==> src/rtl/mem_stage_access_unit.sv <==
// MEM-stage data-memory sequencer: runs byte/half/word loads and stores
// over a byte-wide req/ack bus (big-endian) and stalls the pipeline meanwhile.
//
// Ports:
//   Clk, R                  clock (rising edge), async active-low reset
//   MEM_DataMem_enable      memory op present in MEM stage
//   MEM_Read_Write          0 = load, 1 = store
//   MEM_SE_dm, MEM_size_dm  sign-extend select, size (00 b, 01 h, 10 w)
//   MEM_Address, MEM_DataIn effective address, store data
//   MEM_DataOut             extended load result, held between loads
//   MEM_Stall, MEM_Done     pipeline hold, completion pulse
//   MEM_Misaligned          DONE-cycle flag: illegal size / unaligned
//   MEM_BusError            DONE-cycle flag: ack timeout
//   bus_*                   byte-wide request/acknowledge bus
module mem_stage_access_unit #(
    parameter int ADDR_W  = 9,
    parameter int TIMEOUT = 15
) (
    input  logic              Clk,
    input  logic              R,
    input  logic              MEM_DataMem_enable,
    input  logic              MEM_Read_Write,
    input  logic              MEM_SE_dm,
    input  logic [1:0]        MEM_size_dm,
    input  logic [31:0]       MEM_Address,
    input  logic [31:0]       MEM_DataIn,
    output logic [31:0]       MEM_DataOut,
    output logic              MEM_Stall,
    output logic              MEM_Done,
    output logic              MEM_Misaligned,
    output logic              MEM_BusError,
    output logic              bus_req,
    output logic              bus_we,
    output logic [ADDR_W-1:0] bus_addr,
    output logic [7:0]        bus_wdata,
    input  logic [7:0]        bus_rdata,
    input  logic              bus_ack
);

    localparam int TW = (TIMEOUT > 2) ? $clog2(TIMEOUT) : 1;

    typedef enum logic [1:0] {
        IDLE,
        ACCESS,
        DONE
    } state_t;

    state_t            state_q, state_d;
    logic              rw_q, rw_d;
    logic              se_q, se_d;
    logic [1:0]        size_q, size_d;
    logic [ADDR_W-1:0] addr_q, addr_d;
    logic [31:0]       din_q, din_d;
    logic [1:0]        idx_q, idx_d;
    logic [TW-1:0]     tmo_q, tmo_d;
    logic [31:0]       asm_q, asm_d;
    logic [31:0]       dout_q, dout_d;
    logic              mis_q, mis_d;
    logic              berr_q, berr_d;

    logic              req_ok;
    logic [1:0]        last_q;
    logic [1:0]        wsel;
    logic [31:0]       asm_next;
    logic              unused_addr;

    assign unused_addr = ^MEM_Address[31:ADDR_W];

    function automatic logic [1:0] last_idx(input logic [1:0] sz);
        case (sz)
            2'b00:   return 2'd0;
            2'b01:   return 2'd1;
            default: return 2'd3;
        endcase
    endfunction

    function automatic logic [31:0] extend(input logic [1:0]  sz,
                                           input logic        se,
                                           input logic [31:0] a);
        case (sz)
            2'b00:   return {{24{se & a[7]}}, a[7:0]};
            2'b01:   return {{16{se & a[15]}}, a[15:0]};
            default: return a;
        endcase
    endfunction

    always_comb begin
        req_ok = 1'b0;
        unique case (1'b1)
            (MEM_size_dm == 2'b00): req_ok = 1'b1;
            (MEM_size_dm == 2'b01): req_ok = ~MEM_Address[0];
            (MEM_size_dm == 2'b10): req_ok = (MEM_Address[1:0] == 2'b00);
            default:                req_ok = 1'b0;
        endcase
    end

    assign last_q   = last_idx(size_q);
    // Big-endian: the first byte on the bus is the most significant one.
    assign wsel     = last_q - idx_q;
    assign asm_next = {asm_q[23:0], bus_rdata};
    assign bus_addr = addr_q + ADDR_W'(idx_q);

    always_comb begin
        bus_wdata = din_q[7:0];
        unique case (wsel)
            2'd0: bus_wdata = din_q[7:0];
            2'd1: bus_wdata = din_q[15:8];
            2'd2: bus_wdata = din_q[23:16];
            2'd3: bus_wdata = din_q[31:24];
            default: bus_wdata = din_q[7:0];
        endcase
    end

    always_comb begin
        state_d   = state_q;
        rw_d      = rw_q;
        se_d      = se_q;
        size_d    = size_q;
        addr_d    = addr_q;
        din_d     = din_q;
        idx_d     = idx_q;
        tmo_d     = tmo_q;
        asm_d     = asm_q;
        dout_d    = dout_q;
        mis_d     = mis_q;
        berr_d    = berr_q;
        MEM_Stall = 1'b0;
        MEM_Done  = 1'b0;
        bus_req   = 1'b0;
        bus_we    = 1'b0;
        unique case (state_q)
            IDLE: begin
                if (MEM_DataMem_enable) begin
                    // Gated by R so the stall is low while reset is held.
                    MEM_Stall = R;
                    rw_d      = MEM_Read_Write;
                    se_d      = MEM_SE_dm;
                    size_d    = MEM_size_dm;
                    addr_d    = MEM_Address[ADDR_W-1:0];
                    din_d     = MEM_DataIn;
                    idx_d     = 2'd0;
                    tmo_d     = '0;
                    asm_d     = '0;
                    mis_d     = ~req_ok;
                    berr_d    = 1'b0;
                    state_d   = req_ok ? ACCESS : DONE;
                end
            end
            ACCESS: begin
                MEM_Stall = 1'b1;
                bus_req   = 1'b1;
                bus_we    = rw_q;
                if (bus_ack) begin
                    tmo_d = '0;
                    idx_d = idx_q + 2'd1;
                    if (!rw_q) asm_d = asm_next;
                    if (idx_q == last_q) begin
                        state_d = DONE;
                        if (!rw_q) dout_d = extend(size_q, se_q, asm_next);
                    end
                end else begin
                    tmo_d = tmo_q + 1'b1;
                    if (TIMEOUT != 0 && tmo_q == TW'(TIMEOUT - 1)) begin
                        berr_d  = 1'b1;
                        state_d = DONE;
                    end
                end
            end
            DONE: begin
                MEM_Done = 1'b1;
                state_d  = IDLE;
            end
            default: state_d = IDLE;
        endcase
    end

    assign MEM_Misaligned = MEM_Done & mis_q;
    assign MEM_BusError   = MEM_Done & berr_q;
    assign MEM_DataOut    = dout_q;

    always_ff @(posedge Clk or negedge R) begin
        if (!R) begin
            state_q <= IDLE;
            rw_q    <= 1'b0;
            se_q    <= 1'b0;
            size_q  <= 2'b00;
            addr_q  <= '0;
            din_q   <= '0;
            idx_q   <= 2'd0;
            tmo_q   <= '0;
            asm_q   <= '0;
            dout_q  <= '0;
            mis_q   <= 1'b0;
            berr_q  <= 1'b0;
        end else begin
            state_q <= state_d;
            rw_q    <= rw_d;
            se_q    <= se_d;
            size_q  <= size_d;
            addr_q  <= addr_d;
            din_q   <= din_d;
            idx_q   <= idx_d;
            tmo_q   <= tmo_d;
            asm_q   <= asm_d;
            dout_q  <= dout_d;
            mis_q   <= mis_d;
            berr_q  <= berr_d;
        end
    end

endmodule
==> config.mk <==
export PLATFORM = sky130hd
export DESIGN_NAME = mem_stage_access_unit
export DESIGN_NICKNAME = d
export VERILOG_FILES = /design/src/rtl/mem_stage_access_unit.sv
export SDC_FILE = /design/constraint.sdc
export NUM_CORES = 1
export LEC_CHECK = 0
export CORE_UTILIZATION = 30
export DETAILED_ROUTE_END_ITERATION = 10
export GPL_TIMING_DRIVEN = 0
export PLACE_DENSITY = 0.51
export SLEW_MARGIN = 20
export SYNTH_ARGS = -nofsm -noshare
export SYNTH_HDL_FRONTEND = slang
export SYNTH_SLANG_ARGS = --single-unit
==> constraint.sdc <==
create_clock -name Clk -period 2.9 [get_ports Clk]
set_input_delay 0.29 -clock Clk [delete_from_list [all_inputs] [get_ports Clk]]
set_output_delay 0.29 -clock Clk [all_outputs]
set_load 0.005 [all_outputs]
==> metrics.md <==
| Metric | Value |
|---|---|
| Vias | between 3000 and 4000 |
| First-pass detailed-route iteration total | 4 |
| Non-filler cells, final | 818 |
| Library cells used by synthesis | 42 |
| Synth top cells by count | 156 x nand2_1, 111 x dfrtp_1, 48 x a31oi_1, 24 x a22o_1, 20 x clkbuf_1 |
| GR Util All Layers | 17.19% |
| Longest Clk Path Bufs | 2 |
| Switch share | a little over a third |
| Routed Antenna Nets | 0 |
| FMAX | 356.2 MHz |
| Critical Path RT | between 2 and 3 ns |
| CTS HTree Levels | 3 |
| CTS Root Cell | clkbuf_16 |
| Synth area leader | dfrtp_1 |
| Pwr dens | 1107 mW/mm² |
| Routability cong. | around 0.75 |
| Synthesized area | ~0.0049 mm² |
| Crit start category | register |
| Crit Path Category | register to primary output |
| Yosys top cell area share | between 50% and 60% |
| DRC Markers | 0 |
| Die X | about 130 µm |
| Core ar. | 0.01600 mm² |
| Most used DFF post-synth | dfrtp_1 |
| FF-to-FF End | MEM_DataOut[14]$_DFFE_PN0P_ |
| CP peak stage delay | ~0.50 ns |
| FF-to-FF setup slack | ~0.96 ns |
| Crit-path cells | buf_6, nor2_2, ha_1, buf_6, clkbuf_16, mux4_2, clkdlybuf4s50_1 |
| Post-layout nets | approximately 680 |
| Final setup vio count | 0 |
| Final wirelength | approximately 14000 µm |
| Max-slew violation total from the final report | 0 |
| # placed instances | ~800 |
| # rows | 46 |
| Internal power | approximately 4.8 mW |
| Fin. Hold Viols | 0 |
| Fin crit share | a little over nine tenths |
| Worst-path maximum fanout | 10 |
| Worst slew pin tran | 0.6921 ns |
| Largest net degree at the start of global routing | just over 70 |
| I/O pin count | roughly 140 |
| CP max-delay cell | mux4_2 |
| DR top layer | met4 |
| Initial antenna violation count | 0 |
| Number of flops mapped to enable cells by yosys | 0 |
| Count leader, synth | nand2_1 |
| DR WL met2 | approximately 6400 µm |
| Global route overflow | 0 |
| Buffers on Ports | 110 |
| Post-synth net total | 560 |
| Starting Density | a little under a third |
| Skew-Pair Late Insertion Delay | 0.35 ns |
| RR Startpoint | size_q[1]$_DFFE_PN0P_ |
| First-pass GRT wire length | roughly 22000 µm |
| Die H | 130.4 µm |
| Mean Syn Cell Area | 10.43 µm² |
| Leak Pwr | between 2 and 3 nW |
| CTS Sinks | 111 |
| Maximum vdd drop | about 0.44 mV |
| Clock share of power | ~16% |
| Post-DR vias/cell | ~4.8 |
| Slew headroom | a little over half |
| TritonCTS clock tree | done |
| Inserted Diodes | 0 |
| Mapped Cells | 474 |
| CP top delay family | buffers and inverters |
| Hold slack | around 0.42 ns |
| Fillcell total | between 1500 and 2000 |
| Layout area overhead | 35.47% |
| CP Capture Type | primary output |
| DP HPWL | ~10000 µm |
| WL/cell | about 17 µm |
| Asr flop ratio synth | between 90% and 100% |
| Critical path arrival | between 2 and 3 ns |
| RSZ-0062 raised after global routing | no |
| YS warnings | 0 |
| Seq/Total Area, Yosys | 56.16% |
| Die ar. | around 0.017 mm² |
| Hold Crit Class | input pin to async pin |
| Met1 Wirelength | around 6400 µm |
| Final instance area | between 0.006 and 0.007 mm² |
| Detailed Route Iter0 Violations | between 200 and 300 |
| Top cells by area, synth | dfrtp_1 56%, nand2_1 12%, a31oi_1 6.1% |
| Max-cap viol count | 0 |
| #FFs+latches synth | between 100 and 150 |
| Clk slew on worst S/H paths | 0.07 ns |
| Switch Pwr | between 2 and 3 mW |
| Status | complete, no violations |
| Comb power frac | ~48% |
| TNS Setup | 0 ns |
| Reg2reg path depth | 8 |
| Vias in the first global route | just over 4000 |
| Clock skew | 0.006283 ns |
| Layout cells sized above 1 | about 8.3% |
| Most frequent CP cell | buf_6 |
| Area after DPL | roughly 0.0063 mm² |
| CTS buffer count | 9 |
| WP buf/inv | 4 |
| Final min period | ~2.8 ns |
| Met3 wire length | 634 µm |
| Sequential Power Share | 35.8% |
[routing by layer]
layer / vias up / track usage [%]
met5: - / 0
met4: 0 / 6.153
met3: 11 / 3.054
met2: 78 / 27.00
met1: 1954 / 23.92
li1: 1895 / -
[cells in the final DEF, fill, tap and decap left out, types with 5 or more instances in the layout]
master,instances
a31oi_1,48
clkbuf_16,10
dfrtp_1,109
clkbuf_1,21
mux2_1,5
o21ai_0,13
xnor2_1,6
buf_2,8
nand2b_1,5
buf_6,7
a22o_1,24
inv_1,6
nand2_1,156
clkdlybuf4s50_1,108
ha_1,5
mux4_2,8
[power groups by stage]
stage          sequential, mW  combinational [mW]  clock, mW
2_1_floorplan            2.56                1.84          0
3_3_place_gp             2.66                3.42          0
3_5_place_dp             2.67                3.48          0
4_1_cts                  2.67                3.55       1.25
5_1_grt                  2.75                3.91       1.31
6_report                 2.65                3.55       1.22
[cell families (layout without fill, tap and decap cells)]
family / Yosys count / after routing / share of synthesized area [%]
simple gates: 188 / 188 / 15.99
flops: 111 / 111 / 56.16
compound gates: 99 / 99 / 13.61
buf+inv: 42 / 170 / 4.048
mux: 19 / 19 / 6.400
xor+xnor: 9 / 9 / 2.125
fa+ha+maj: 6 / 6 / 1.670
[state kept, by name, summed over array words and instances (netlist names)]
name and cells:
size_q 2, idx_q 2, addr_q 9, se_q 1, tmo_q 4, mis_q 1
MEM_DataOut 32, rw_q 1, din_q 32, berr_q 1, asm_q 24, state_q 2
[worst max-delay path by stage]
| stage | startpoint | end | slack [ns] | cells past startpoint |
|---|---|---|---|---|
| 2_1_floorplan | size_q[0]$_DFFE_PN0P_ | bus_wdata[4] | 0.62 | 6 |
| 3_3_place_gp | R | MEM_DataOut[30]$_DFFE_PN0P_ | -2.84 | 1 |
| 3_5_place_dp | size_q[0]$_DFFE_PN0P_ | bus_wdata[6] | -0.44 | 7 |
| 4_1_cts | size_q[0]$_DFFE_PN0P_ | bus_wdata[5] | 0.02 | 6 |
| 5_1_grt | size_q[1]$_DFFE_PN0P_ | bus_wdata[5] | 0.01 | 7 |
| 6_report | size_q[1]$_DFFE_PN0P_ | bus_wdata[5] | 0.09 | 7 |
[per-stage QoR]
stage               utilization [%]  setup slack [ns]  total power, mW
finish                        41.88           0.09294            7.420
global route                  41.88          0.009597            7.958
CTS                           41.72           0.01806            7.471
detailed placement            39.66           -0.4360            6.148
global placement              39.48            -2.836            6.084
floorplan                         -            0.6243            4.393
[cell type report]
type / instances / area [µm²] / area share, %
sequential: 111 / 2780 / 41.49
multi-input combinational: 321 / 1984 / 29.62
timing repair buffer: 114 / 1154 / 17.22
tap: 216 / 270.3 / 4.034
clock buffer: 12 / 236.5 / 3.529
buffer: 35 / 207.7 / 3.100
clock inverter: 3 / 45.04 / 0.6723
inverter: 6 / 22.52 / 0.3361
[what timing repair did]
action | in CTS | in global routing
resized for setup | 10 | 4
hold buffers | 1 | 0
endpoints found under the hold margin | 40 | 0
setup buffers | 0 | 2
setup endpoints to repair | 8 | 5
(Power assumes the default switching activity.)
